==> config.mk <==
export PLATFORM = sky130hd
export DESIGN_NAME = jump_learn_ctrl
export DESIGN_NICKNAME = d
export VERILOG_FILES = /design/src/rtl/jump_learn_ctrl.sv
export SDC_FILE = /design/constraint.sdc
export NUM_CORES = 1
export LEC_CHECK = 0
export ABC_AREA = 1
export BUFFER_PORTS_ARGS = -buffer_cell sky130_fd_sc_hd__buf_2
export CELL_PAD_IN_SITES_DETAIL_PLACEMENT = 0
export CELL_PAD_IN_SITES_GLOBAL_PLACEMENT = 1
export CORE_MARGIN = 8
export CORE_UTILIZATION = 43
export CTS_CLUSTER_SIZE = 16
export DETAILED_ROUTE_END_ITERATION = 10
export GPL_ROUTABILITY_DRIVEN = 0
export PLACE_DENSITY = 0.83
export SYNTH_ARGS = -nofsm -noshare
export SYNTH_HDL_FRONTEND = slang
export SYNTH_SLANG_ARGS = --single-unit
==> constraint.sdc <==
create_clock -name clk -period 2.5 [get_ports clk]
set_input_delay 0.375 -clock clk [delete_from_list [all_inputs] [get_ports clk]]
set_output_delay 0.375 -clock clk [all_outputs]
set_load 0.01 [all_outputs]
==> src/rtl/jump_learn_ctrl.sv <==
// Jump/episode sequencer for the Q-learning dino bot: selects the jump source,
// follows each jump through launch/airborne/landing and emits the reward strobe.
module jump_learn_ctrl #(
  parameter int LAUNCH_TIMEOUT = 4,
  parameter int MAX_AIR_FRAMES = 64,
  parameter int CNT_W          = 16
) (
  input  logic             clk,
  input  logic             reset,
  input  logic             new_frame,
  input  logic [1:0]       state,
  input  logic             btn_jump,
  input  logic             prediction,
  input  logic             dino_air,
  input  logic             collision,
  input  logic             cactus_passed,
  output logic             jump_cmd,
  output logic             success_jump,
  output logic [1:0]       Qstate,
  output logic [2:0]       ctrl_state,
  output logic [CNT_W-1:0] jump_count,
  output logic [7:0]       crash_count
);

  localparam int FMAX = (LAUNCH_TIMEOUT > MAX_AIR_FRAMES) ? LAUNCH_TIMEOUT : MAX_AIR_FRAMES;
  localparam int FW   = $clog2(FMAX + 1);
  localparam logic [FW-1:0] LT_LAST  = FW'(LAUNCH_TIMEOUT - 1);
  localparam logic [FW-1:0] AIR_LAST = FW'(MAX_AIR_FRAMES - 1);

  localparam logic [1:0] M_MANUAL = 2'b01;
  localparam logic [1:0] M_LEARN  = 2'b10;

  localparam logic [1:0] Q_NONE    = 2'b00;
  localparam logic [1:0] Q_GOOD    = 2'b01;
  localparam logic [1:0] Q_NOJUMP  = 2'b10;
  localparam logic [1:0] Q_BADJUMP = 2'b11;

  typedef enum logic [2:0] {
    S_IDLE     = 3'd0,
    S_GROUND   = 3'd1,
    S_LAUNCH   = 3'd2,
    S_AIRBORNE = 3'd3,
    S_CRASH    = 3'd4
  } st_e;

  st_e              state_q, state_d;
  logic [FW-1:0]    frm_q, frm_d;
  logic             pass_q, pass_d;
  logic [1:0]       jmode_q, jmode_d;
  logic [1:0]       qst_q, qst_d;
  logic [CNT_W-1:0] jcnt_q, jcnt_d;
  logic [7:0]       ccnt_q, ccnt_d;
  logic             inc_j, inc_c;

  logic playing, learn, src, jump_go, reward_ok;

  assign playing = (state == M_MANUAL) || (state == M_LEARN);
  assign learn   = (state == M_LEARN);
  assign src     = (state == M_MANUAL) ? btn_jump :
                   (state == M_LEARN)  ? prediction : 1'b0;
  assign jump_go = (state_q == S_GROUND) && playing && !collision && new_frame && src;
  // A jump earns a reward only if it was launched and resolved in learning mode.
  assign reward_ok = learn && (jmode_q == M_LEARN);

  always_ff @(posedge clk or negedge reset) begin
    if (!reset) begin
      state_q <= S_IDLE;
      frm_q   <= '0;
      pass_q  <= 1'b0;
      jmode_q <= 2'b00;
      qst_q   <= Q_NONE;
      jcnt_q  <= '0;
      ccnt_q  <= '0;
    end else begin
      state_q <= state_d;
      frm_q   <= frm_d;
      pass_q  <= pass_d;
      jmode_q <= jmode_d;
      qst_q   <= qst_d;
      jcnt_q  <= jcnt_d;
      ccnt_q  <= ccnt_d;
    end
  end

  always_comb begin
    state_d = state_q;
    frm_d   = frm_q;
    pass_d  = pass_q;
    jmode_d = jmode_q;
    qst_d   = Q_NONE;
    inc_j   = 1'b0;
    inc_c   = 1'b0;
    if (state_q != S_IDLE && !playing) begin
      state_d = S_IDLE;
    end else begin
      unique case (state_q)
        S_IDLE: if (playing) state_d = S_GROUND;
        S_GROUND: begin
          if (collision) begin
            if (learn) qst_d = Q_NOJUMP;
            inc_c   = 1'b1;
            state_d = S_CRASH;
          end else if (jump_go) begin
            state_d = S_LAUNCH;
            frm_d   = '0;
            jmode_d = state;
          end
        end
        S_LAUNCH: begin
          if (collision) begin
            if (reward_ok) qst_d = Q_BADJUMP;
            inc_c   = 1'b1;
            state_d = S_CRASH;
          end else if (dino_air) begin
            state_d = S_AIRBORNE;
            frm_d   = '0;
            pass_d  = 1'b0;
          end else if (new_frame) begin
            if (frm_q == LT_LAST) state_d = S_GROUND;
            else                  frm_d   = frm_q + FW'(1);
          end
        end
        S_AIRBORNE: begin
          if (collision) begin
            if (reward_ok) qst_d = Q_BADJUMP;
            inc_c   = 1'b1;
            state_d = S_CRASH;
          end else if (!dino_air) begin
            // A pass arriving on the landing cycle still counts.
            if ((pass_q || cactus_passed) && reward_ok) begin
              qst_d = Q_GOOD;
              inc_j = 1'b1;
            end
            state_d = S_GROUND;
          end else begin
            if (cactus_passed) pass_d = 1'b1;
            if (new_frame) begin
              if (frm_q == AIR_LAST) state_d = S_GROUND;
              else                   frm_d   = frm_q + FW'(1);
            end
          end
        end
        S_CRASH: state_d = S_CRASH;
        default: state_d = S_IDLE;
      endcase
    end
    jcnt_d = (inc_j && jcnt_q != '1) ? jcnt_q + CNT_W'(1) : jcnt_q;
    ccnt_d = (inc_c && ccnt_q != '1) ? ccnt_q + 8'd1 : ccnt_q;
  end

  always_comb begin
    jump_cmd     = jump_go;
    success_jump = jump_go && learn;
  end

  // Registering the reward keeps it at least two cycles behind success_jump.
  assign Qstate      = qst_q;
  assign ctrl_state  = state_q;
  assign jump_count  = jcnt_q;
  assign crash_count = ccnt_q;

endmodule

==> metrics.txt <==
status=finished, final reports clean; Adder-Cell Fraction of Synth Area=0.0257; final setup margin=0.510 ns; Post-CTS Setup Bufs=0; Simple-Gate Fraction of Synth Area=0.378; clock tree sinks=39; chip height=91.2 um; Gate Count Post-Synth=341; Slew Limit Fails=0; Layout Cells excl Fill=457; core area=5470 sq um; H-tree levels=2; leak pwr=1.48 nW; # setup viols final=0; CTS Buf Count=5; Hold Vio Cnt, Final=0; CTS tree=yes; sequential area share after synthesis=0.401; Row Count=27; ANT cells=0; GRT Resource Usage Total=0.134; IO Count=41; Vias per Instance=4.85; commonest cells after routing, fill and taps aside=nand2_1 (116), buf_2 (40), dfrtp_1 (39); largest area contributor in the netlist=dfrtp_1; RSZ-0062 raised after global routing=no; Synth area leaders=dfrtp_1 (40%), nand2_1 (18%), nor2_1 (5.9%); Synth warnings=0; CP Launch Point=ctrl_state[2]; Hold Slack=0.208 ns; area share of the leading cell type in the synthesized netlist=0.401; initial antenna violation count=0; largest net degree at the start of global routing=40; CTS Hold Bufs=0; syn_area_per_cell=7.14 sq um; vias in the first global route=2073; maximum VDD drop=0.418 mV; Routed WL per cell=12.1 um; largest family of logic cells by synthesized area=simple AND/OR/NAND/NOR gates; share of cells above drive strength 1=0.153; CP endpoint kind=output port; Clock Skew=0.0152 ns; Fin Setup TNS=0 ns; Synth Area in Compound Gates=0.0612; Crit Path Max Fanout=7; Critical Path Start Type=register; Slew headroom=0.401; Die Wd=91.2 um; XOR/XNOR share of the synthesized area=0.0612; dpl ws=0.427 ns; Arr. time, crit path=1.62 ns; first-pass GRT wire length=9380 um; Worst Path Required=2.12 ns; Post-DP HPWL=4140 um; DR vias=2217; clock root cell=clkbuf_8; crit path time final=1.99 ns; post_cts resized=0; PD cells=741 nW/um^2; Detailed Route WL=5540 um; Worst R2R Path Depth=7; worst r2r src=ctrl_state[0]; commonest non-fill, non-tap cell in the layout=nand2_1; Synth Register Bits=39; reg-to-reg slack, setup=0.53 ns; Clock Latency Late Sink=0.29 ns; Pre-antenna DRT Iters=4; port bufs=40; P&R area growth vs syn=16.0%; synthesized area=2430 sq um; R2R Path End=jump_count[2]; DRC viols=0; antenna-violating nets left=0; Worst-path clk slew=0.09 ns; DR iter-0 viols=80; period utilisation layout=0.796; clk buf depth=2; mux cell area share after synthesis=0; distinct cell type count after synthesis=28; syn_nets=356; Worst Tran Pin Value=0.899 ns; critical path type=register to output port; grt total ovfl=0; worst hold-check path type=input port to asynchronous set/reset pin; Fmax achieved=502 MHz; Placed Instances=449; number of max-cap violations=0; Initial Utilization=0.445; die area=8320 sq um; nets@finish=399
-- kinds of logic (layout without fill, tap and decap cells) --
logic type      count (synthesis)  count (layout)
fa+ha+maj                       5               5
buf+inv                        42              86
xor+xnor                       17              17
compound gates                 29              29
flops                          39              39
simple gates                  209             209
-- metal layers --
metal,track usage,share of wire,vias to the layer above
met1,0.163,0.48,1000
met2,0.225,0.46,38
li1,-,-,1173
met4,0.0409,0.011,0
met5,0,0,-
met3,0.0354,0.043,6
-- synthesized netlist by cell type, drive strengths merged --
| cell type | count |
|---|---|
| nor3 | 4 |
| nand3 | 22 |
| nand3b | 3 |
| xnor2 | 5 |
| nand2 | 117 |
| buf | 3 |
| or3 | 1 |
| a211oi | 1 |
| nand4 | 14 |
| a21oi | 7 |
| a31oi | 1 |
| nor3b | 2 |
| nor4 | 1 |
| ha | 5 |
| clkbuf | 1 |
| inv | 38 |
| xor2 | 12 |
| nor2 | 45 |
| dfrtp | 39 |
| o21ai | 20 |
-- power by group --
part | total [W] | internal [W] | switching, W
registers | 0.000843 | 0.000721 | 0.000122
clock network | 0.000630 | 0.000399 | 0.000231
logic | 0.000618 | 0.000206 | 0.000412
-- flip-flops by register name, summed over array words and instances (netlist names) --
name,cells
Qstate,2
crash_count,8
ctrl_state,3
frm_q,7
jmode_q,2
jump_count,16
pass_q,1
-- area by class of cell --
cell class	count	area, sq um
repair buffers	40	200
flip-flops and latches	39	976
multi-input cells	260	1280
inverters	38	143
clock buffers	6	72.6
clock inverters	2	60.1
well taps	72	90.1
fillers	565	2650
-- how the worst max path moves through the flow --
stage	to	slack (ns)	cells after the start
6_report	success_jump	0.51	6
5_1_grt	jump_count[2]	0.34	8
4_1_cts	success_jump	0.50	6
3_5_place_dp	frm_q[1]	0.43	11
3_3_place_gp	jump_count[5]	0.44	9
2_1_floorplan	frm_q[4]	0.79	10
-- stage by stage --
step	area [sq um]	power (W)	util
after global placement	2690	0.00147	0.492
after floorplan	2430	0.00128	-
final	2820	0.00209	0.516
after global routing	2820	0.00221	0.516
after CTS	2820	0.00211	0.516
after detailed placement	2690	0.00147	0.492
-- critical path, cell delays in order (launching register included) --
cell     delay, ns
dfrtp_1       0.48
inv_1         0.15
nand3_1       0.10
nor2_1        0.17
nand2_1       0.18
nor2_1        0.11
buf_2         0.13
(Power assumes the default switching activity.)
